## config.mk

```make
export PLATFORM = sky130hd
export DESIGN_NAME = nvr_fetch_ctrl_flat
export DESIGN_NICKNAME = d
export VERILOG_FILES = /design/src/rtl/nvr_fetch_ctrl_if.sv /design/src/rtl/nvr_fetch_ctrl.sv /design/src/flat_wrapper.sv
export SDC_FILE = /design/constraint.sdc
export NUM_CORES = 1
export LEC_CHECK = 0
export CAP_MARGIN = 0
export CORE_AREA = 2 2 72 74
export DETAILED_ROUTE_END_ITERATION = 16
export DIE_AREA = 0 0 74 76
export DONT_BUFFER_PORTS = 1
export HOLD_SLACK_MARGIN = 0.15
export SYNTH_ARGS = -nofsm -noshare
export SYNTH_HDL_FRONTEND = slang
export SYNTH_SLANG_ARGS = --single-unit
```

## constraint.sdc

```tcl
create_clock -name clk -period 2.8 [get_ports clk]
set_input_delay 0.56 -clock clk [delete_from_list [all_inputs] [get_ports clk]]
set_output_delay 0.56 -clock clk [all_outputs]
set_load 0.02 [all_outputs]
```

## src/rtl/nvr_fetch_ctrl_if.sv

```systemverilog
// Fetch handshake between the Controller (master) and nvr_fetch_ctrl (slave).
// The requester holds req high until ack and keeps addr stable while busy.
interface nvr_fetch_ctrl_if #(
  parameter int ADDR_W = 7,
  parameter int DATA_W = 32
);
  logic              req;
  logic [ADDR_W-1:0] addr;
  logic              ack;
  logic [DATA_W-1:0] rdata;
  logic              err;
  logic              busy;

  modport master (output req, addr, input ack, rdata, err, busy);
  modport slave  (input req, addr, output ack, rdata, err, busy);
endinterface

```

## src/rtl/nvr_fetch_ctrl.sv

```systemverilog
// Read sequencer for the NVR_TOP instruction memory: POR pulse after reset,
// address setup, CE strobe, RDY wait, then a one-cycle ack with the fetched
// word (or err on timeout). Every output is registered.
// Optional feature: define NVR_FETCH_CACHE_EN to add a one-entry tag so a
// repeated request for the last good address is answered without strobing
// the NVR. The tag address is nvr_a itself, which always holds the last
// fetched address; only the valid bit is extra state.
module nvr_fetch_ctrl #(
  parameter int ADDR_W       = 7,
  parameter int DATA_W       = 32,
  parameter int POR_CYCLES   = 2,
  parameter int SETUP_CYCLES = 2,
  parameter int CE_CYCLES    = 1,
  parameter int TIMEOUT      = 64
) (
  input  logic              clk,
  input  logic              reset,
  nvr_fetch_ctrl_if.slave   fetch,
  output logic [ADDR_W-1:0] nvr_a,
  output logic              nvr_ce,
  output logic              nvr_por,
  input  logic [DATA_W-1:0] nvr_dout,
  input  logic              nvr_rdy
);

  // One counter serves every timed state; it only has to reach count-1.
  localparam int MAX_A   = (POR_CYCLES > SETUP_CYCLES) ? POR_CYCLES : SETUP_CYCLES;
  localparam int MAX_B   = (CE_CYCLES > TIMEOUT) ? CE_CYCLES : TIMEOUT;
  localparam int MAX_CNT = (MAX_A > MAX_B) ? MAX_A : MAX_B;
  localparam int CNT_W   = (MAX_CNT > 1) ? $clog2(MAX_CNT) : 1;

  localparam logic [CNT_W-1:0] POR_LAST   = CNT_W'(POR_CYCLES - 1);
  localparam logic [CNT_W-1:0] SETUP_LAST = CNT_W'(SETUP_CYCLES - 1);
  localparam logic [CNT_W-1:0] CE_LAST    = CNT_W'(CE_CYCLES - 1);
  localparam logic [CNT_W-1:0] TO_LAST    = CNT_W'(TIMEOUT - 1);

  typedef enum logic [2:0] {
    POR_HI, POR_WAIT, IDLE, SETUP, STROBE, WAIT_RDY, DONE
  } state_t;

  state_t            state_q, state_d;
  logic [CNT_W-1:0]  cnt_q, cnt_d;
  logic              ack_q, ack_d;
  logic              err_q, err_d;
  logic              busy_q, busy_d;
  logic [DATA_W-1:0] rdata_q, rdata_d;
  logic [ADDR_W-1:0] nvr_a_d;
  logic              nvr_ce_d, nvr_por_d;

`ifdef NVR_FETCH_CACHE_EN
  logic tag_valid_q, tag_valid_d;
  logic hit;
  assign hit = tag_valid_q && (fetch.addr == nvr_a);
`endif

  // Next state, counter and next values of every registered output.
  always_comb begin
    // NOTE: every variable written here gets a default first, so no latch is inferred.
    state_d   = state_q;
    cnt_d     = cnt_q;
    err_d     = err_q;
    rdata_d   = rdata_q;
    nvr_a_d   = nvr_a;
    nvr_ce_d  = 1'b0;
    nvr_por_d = 1'b0;
`ifdef NVR_FETCH_CACHE_EN
    tag_valid_d = tag_valid_q;
`endif
    unique case (state_q)
      POR_HI: begin
        nvr_por_d = 1'b1;
        if (cnt_q == POR_LAST) state_d = POR_WAIT;
        else                   cnt_d   = cnt_q + CNT_W'(1);
      end
      POR_WAIT: begin
        if (nvr_rdy) state_d = IDLE;
      end
      IDLE: begin
        if (fetch.req) begin
          nvr_a_d = fetch.addr;
          err_d   = 1'b0;
`ifdef NVR_FETCH_CACHE_EN
          state_d = hit ? DONE : SETUP;
`else
          state_d = SETUP;
`endif
        end
      end
      SETUP: begin
        if (cnt_q == SETUP_LAST) begin
          state_d  = STROBE;
          nvr_ce_d = 1'b1;
        end else begin
          cnt_d = cnt_q + CNT_W'(1);
        end
      end
      STROBE: begin
        if (cnt_q == CE_LAST) begin
          state_d = WAIT_RDY;
        end else begin
          nvr_ce_d = 1'b1;
          cnt_d    = cnt_q + CNT_W'(1);
        end
      end
      WAIT_RDY: begin
        // Data capture takes priority over a timeout expiring on the same edge.
        if (nvr_rdy) begin
          rdata_d = nvr_dout;
          state_d = DONE;
`ifdef NVR_FETCH_CACHE_EN
          tag_valid_d = 1'b1;
`endif
        end else if (cnt_q == TO_LAST) begin
          err_d   = 1'b1;
          state_d = DONE;
`ifdef NVR_FETCH_CACHE_EN
          tag_valid_d = 1'b0;
`endif
        end else begin
          cnt_d = cnt_q + CNT_W'(1);
        end
      end
      DONE: begin
        state_d = IDLE;
      end
      default: state_d = POR_HI;
    endcase
    // The counter restarts from zero on every state entry.
    if (state_d != state_q) cnt_d = '0;
    ack_d  = (state_d == DONE);
    busy_d = (state_d != IDLE);
  end

  // State, counter and output registers with synchronous reset.
  always_ff @(posedge clk) begin
    // NOTE: non-blocking assignments make every register update from pre-edge values.
    if (reset) begin
      state_q <= POR_HI;
      cnt_q   <= '0;
      ack_q   <= 1'b0;
      err_q   <= 1'b0;
      busy_q  <= 1'b1;
      rdata_q <= '0;
      nvr_a   <= '0;
      nvr_ce  <= 1'b0;
      nvr_por <= 1'b0;
`ifdef NVR_FETCH_CACHE_EN
      tag_valid_q <= 1'b0;
`endif
    end else begin
      state_q <= state_d;
      cnt_q   <= cnt_d;
      ack_q   <= ack_d;
      err_q   <= err_d;
      busy_q  <= busy_d;
      rdata_q <= rdata_d;
      nvr_a   <= nvr_a_d;
      nvr_ce  <= nvr_ce_d;
      nvr_por <= nvr_por_d;
`ifdef NVR_FETCH_CACHE_EN
      tag_valid_q <= tag_valid_d;
`endif
    end
  end

  assign fetch.ack   = ack_q;
  assign fetch.err   = err_q;
  assign fetch.busy  = busy_q;
  assign fetch.rdata = rdata_q;

endmodule

```

## src/flat_wrapper.sv

```systemverilog
// flat-port wrapper written by rule: the top's interface ports become plain ports
module nvr_fetch_ctrl_flat 
#(
  parameter int ADDR_W       = 7,
  parameter int DATA_W       = 32,
  parameter int POR_CYCLES   = 2,
  parameter int SETUP_CYCLES = 2,
  parameter int CE_CYCLES    = 1,
  parameter int TIMEOUT      = 64
)
  (clk, reset, nvr_a, nvr_ce, nvr_por, nvr_dout, nvr_rdy, fetch_req, fetch_addr, fetch_ack, fetch_rdata, fetch_err, fetch_busy);
  nvr_fetch_ctrl_if #(.ADDR_W(ADDR_W), .DATA_W(DATA_W)) fetch_i ();
  input  logic clk;
  input  logic reset;
  output logic [ADDR_W-1:0] nvr_a;
  output logic nvr_ce;
  output logic nvr_por;
  input  logic [DATA_W-1:0] nvr_dout;
  input  logic nvr_rdy;
  input wire logic [$bits(fetch_i.req)-1:0] fetch_req;
  input wire logic [$bits(fetch_i.addr)-1:0] fetch_addr;
  output wire logic [$bits(fetch_i.ack)-1:0] fetch_ack;
  output wire logic [$bits(fetch_i.rdata)-1:0] fetch_rdata;
  output wire logic [$bits(fetch_i.err)-1:0] fetch_err;
  output wire logic [$bits(fetch_i.busy)-1:0] fetch_busy;
  assign fetch_i.req = fetch_req;
  assign fetch_i.addr = fetch_addr;
  assign fetch_ack = fetch_i.ack;
  assign fetch_rdata = fetch_i.rdata;
  assign fetch_err = fetch_i.err;
  assign fetch_busy = fetch_i.busy;
  nvr_fetch_ctrl #(.ADDR_W(ADDR_W), .DATA_W(DATA_W), .POR_CYCLES(POR_CYCLES), .SETUP_CYCLES(SETUP_CYCLES), .CE_CYCLES(CE_CYCLES), .TIMEOUT(TIMEOUT)) u_core (.clk(clk), .reset(reset), .fetch(fetch_i), .nvr_a(nvr_a), .nvr_ce(nvr_ce), .nvr_por(nvr_por), .nvr_dout(nvr_dout), .nvr_rdy(nvr_rdy));
endmodule
```

## Word-level counts from Yosys, hierarchy flattened

Index checks and enable logic that the tools add are counted.

| cells by class | value |
|---|---|
| $add $sub $neg | 1 |
| equality and inequality tests | 17 |
| muxes and demuxes | 21 |
| reduce and logical (&&, ||, !) cells | 10 |

Operators by type and width:

| operator | count |
|---|---|
| $mux W6 | 4 |
| $mux W3 | 7 |
| $pmux W3 S7 | 1 |
| $pmux W6 S3 | 1 |
| $eq A3 B3 Y1 const B | 4 |
| $ne A2 B2 Y1 const B | 5 |
| $add A6 B1 Y6 const B | 1 |
| $eq A3 B2 Y1 const B | 2 |
| $eq A6 B1 Y1 const B | 1 |
| $eq A6 B6 Y1 const B | 1 |
| $logic_not A6 Y1 | 1 |
| $mux W1 | 6 |
| $reduce_and A5 Y1 | 1 |
| $pmux W1 S2 | 2 |
| $reduce_and A2 Y1 | 2 |
| $reduce_and A4 Y1 | 1 |
| $reduce_or A2 Y1 | 2 |
| $eq A3 B1 Y1 const B | 1 |
| $logic_not A3 Y1 | 1 |
| $ne A3 B2 Y1 const B | 1 |
| $ne A3 B3 Y1 | 1 |
| $reduce_bool A3 Y1 | 1 |
| $ne A2 B1 Y1 const B | 1 |
| $reduce_bool A2 Y1 | 1 |

| word-level totals | value |
|---|---|
| flip-flop bits (word level) | 53 |
| input port bits | 43 |
| logic and storage cells | 58 |

## Logic depth before layout (Yosys ltp)

| logic depth | value |
|---|---|
| word-level depth | 6 |
| depth in mapped cells | 7 |
| depth with buffers taken out | 6 |

## Worst setup path after synthesis

No wires, ideal clock.

| path | value |
|---|---|
| kind | input-to-reg |
| start point | input port nvr_rdy |
| end point | register u_core.cnt_q[3] |
| setup time | 73 ps |
| arrival time | 1636 ps |
| data required time | 2727 ps |
| slack | 1091 ps |
| stages on the path | 5 |
| cells stage by stage | nand2b_1 a311oi_1 a211oi_4 or3_1 a21oi_1 |

| on the way | value |
|---|---|
| word-level cells in the longest chain between the ends | 4 |
| elaborated cells between the ends (all ways) | 7 |
| classes of those cells | eq/ne (2); mux (3); reduce/logical (2) |

Ends and longest elaborated chain:

| element | RTL line | text |
|---|---|---|
| start: declaration | flat_wrapper.sv:19 | `input logic nvr_rdy;` |
| $mux W3 (on tied branches) | nvr_fetch_ctrl.sv:107, nvr_fetch_ctrl.sv:76 |  |
| $pmux W3 S7 | nvr_fetch_ctrl.sv:69 | `unique case (state_q)` |
| $ne A3 B3 Y1 | nvr_fetch_ctrl.sv:129 | `if (state_d != state_q) cnt_d = '0;` |
| $reduce_or A2 Y1 (no line) | n/a |  |
| end signal: assignment | nvr_fetch_ctrl.sv:152 | `cnt_q <= cnt_d;` |
| end: declaration | nvr_fetch_ctrl.sv:42 | `logic [CNT_W-1:0] cnt_q, cnt_d;` |

Several ways; a longest one is shown, not always the timed one.
A chain may end at the register's enable or synchronous reset.

## Final worst setup path

| path | value |
|---|---|
| start point | register u_core.state_q[0] |
| end point | register u_core.rdata_q[24] (netlist: u_core.fetch.rdata[24]) |

| on the way | value |
|---|---|
| word-level cells in the longest chain between the ends | 2 |

Ends and longest elaborated chain:

| element | RTL line | text |
|---|---|---|
| start: declaration | nvr_fetch_ctrl.sv:41 | `state_t state_q, state_d;` |
| start signal: assignment | nvr_fetch_ctrl.sv:151 | `state_q <= state_d;` |
| $eq A3 B3 Y1 | nvr_fetch_ctrl.sv:69 |  |
| $reduce_and A2 Y1 (no line) | n/a |  |
| end signal: assignment | nvr_fetch_ctrl.sv:156 | `rdata_q <= rdata_d;` |
| end: declaration | nvr_fetch_ctrl.sv:46 | `logic [DATA_W-1:0] rdata_q, rdata_d;` |

Every way passes these cells.

==> qor.yml <==
outcome: "complete, no violations"
synth_top_cell_area_share: 0.502
cts.hold.buffers_added: 0
pre_cts_ws_ns: 0.799
grt_max_degree: 48
clockBufferDepth: 2
antenna_cells: 0
fmaxAchievable_mhz: 500
tritoncts: "done"
drt_iter0_markers: 111
finalCriticalPeriod_ns: 2.00
hold_viol_final: 0
cts_buffers: 5
drive_gt1_frac: 0.0632
fin_tns_setup_ns: 0
final.period_utilization: 0.714
core_sq_mm: 0.00491
worstPathArrival_ns: 2.23
avgViaCountPerCell: 5.20
syn_area_sq_mm: 0.00211
setup_viol: 0
grt_antenna_before_repair: 0
routedWlPerCell_um: 13.9
rsz0062_at_grt: "false"
syn_to_final_growth_pct: 6.93
cts.clk_slew.worst_paths_ns: 0.09
nNetsFinal: 298
ant_nets: 0
synth_cell_types: 34
grt_pass1_vias: 1618
die_h_um: 76
worst_setup_path_start_kind: "register"
synthTopCellsByArea: "dfxtp_1 (50%), nand2_1 (12%), a21oi_1 (9.7%), mux2i_1 (4.3%), nor2_1 (3.4%)"
place_area_sq_mm: 0.00217
vias: 1679
crit_path_end_kind: "register"
cts_setup_buffers: 0
cts_root_buf: "clkbuf_8"
grt_pass1_wl_um: 7510
worst_slack_ns: 0.800
final.setup_skew_ns: 0.00665
syn_area_per_cell_sq_um: 8.22
finalInstanceArea_sq_mm: 0.00226
stdcell_count: 323
hpwl_um: 3070
ys.warnings.count: 0
portBuffers: 0
cts_max_level: 2
cellLeakagePower_nw: 0.721
die_w_um: 74
max_slew_margin: 0.592
wl_um: 4490
clk_latency_ns: 0.30
yosys.area.top_type: "dfxtp_1"
cellPowerDensity_mw_per_mm2: 763
timing_worst_setup_path_type: "register to register"
worst_pin_slew_ns: 0.612
final_common_cell: "nand2_1"
drv_cap: 0
num_rows: 26
ctsResizeCount: 0
synth_nets: 303
grt_overflow_total: 0
track_usage: 0.169
drc: 0
final_util: 0.460
rrSetupSlack_ns: 0.80
ios: 87
final_cell_mix: "nand2_1 (67), dfxtp_1 (53), a21oi_1 (41)"
place.gp.congestion: 0.802
synth_cells: 257
slew_violations: 0
hold_class: "input port to register"
dieArea_sq_mm: 0.00562
start_util: 0.430
dr.pass1.iters: 4
ys_ff_latch: 53
path_max_fanout: 19
place_inst: 315
cts.sinks: 53
seq_area_frac_synth: 0.502
peakVddDrop_uv: 318
required_ns: 3.03
[worst max-delay path: stages, from the launching register on]
cell and delay (ns):
dfxtp_1 0.70, nand2_1 0.20, nor2_2 0.46, buf_4 0.33, nand2_1 0.08, a21oi_1 0.15
[cell usage after synthesis]
library cell,number
nor4_1,1
nand2_1,67
nor2b_1,1
o21ai_1,4
nand2b_1,3
clkbuf_1,12
xor2_1,1
a21oi_1,41
nor3_1,2
a211oi_4,1
xnor2_1,1
or3_1,5
nand2_2,1
nor4bb_1,1
inv_1,6
buf_1,1
a211oi_2,1
a211oi_1,1
buf_2,3
nor4_4,1
ha_1,3
a31oi_1,1
and3_1,2
o21ai_0,3
nor3b_1,1
o221ai_1,1
nor2_1,19
o21a_1,1
o31ai_1,1
mux2i_1,9
a41oi_1,1
a311oi_1,2
nand3_1,6
dfxtp_1,53
[final timing paths]
check | startpoint | to | depth (start not counted)
max reg2reg | u_core.state_q[0] | u_core.fetch.rdata[24] | 5
min reg2reg | u_core.cnt_q[4] | u_core.cnt_q[4] | 2
max | u_core.state_q[0] | u_core.fetch.rdata[24] | 5
min | reset | u_core.nvr_a[5] | 1
[per-layer routing]
layer | GRT usage | share of wire | up-vias
li1 | - | - | 848
met1 | 0.205 | 0.42 | 763
met2 | 0.269 | 0.48 | 63
met3 | 0.0635 | 0.085 | 5
met4 | 0.0618 | 0.0098 | 0
met5 | 0 | 0 | -
[metrics by stage]
step	total power [W]	hold slack [ns]
after detailed placement	0.00131	0.527
after CTS	0.00174	0.302
after global placement	0.00131	0.523
after floorplan	0.00125	0.503
final	0.00172	0.315
after global routing	0.00182	0.296
[kinds of logic after synthesis]
group | Yosys count | synth area share
adder cells (fa/ha/maj) | 3 | 0.0178
AND/OR/NAND/NOR | 110 | 0.229
XOR/XNOR | 2 | 0.00830
flip-flops | 53 | 0.502
AO/OA/AOI/OAI | 58 | 0.159
multiplexers | 9 | 0.0427
buffers and inverters | 22 | 0.0409
[power by group]
| group | internal [W] | switching [W] | leakage, nW |
|---|---|---|---|
| registers | 0.000806 | 0.000120 | 0.428 |
| logic | 0.000165 | 0.000205 | 0.255 |
| clock network | 0.000178 | 0.000248 | 0.0385 |
[layout make-up]
class	count	area, sq um
fillers	490	2650
inverters	6	22.5
clock inverters	1	7.51
clock buffers	7	76.3
well taps	70	87.6
multi-input cells	182	973
repair buffers	4	30.0
flip-flops and latches	53	1060
[state kept, by name (all words and copies together), names as in the netlist]
signal	count
u_core.cnt_q	6
u_core.fetch.ack	1
u_core.fetch.busy	1
u_core.fetch.err	1
u_core.fetch.rdata	32
u_core.nvr_a	7
u_core.nvr_ce	1
u_core.nvr_por	1
u_core.state_q	3
Power figures use the tool's default switching activity.
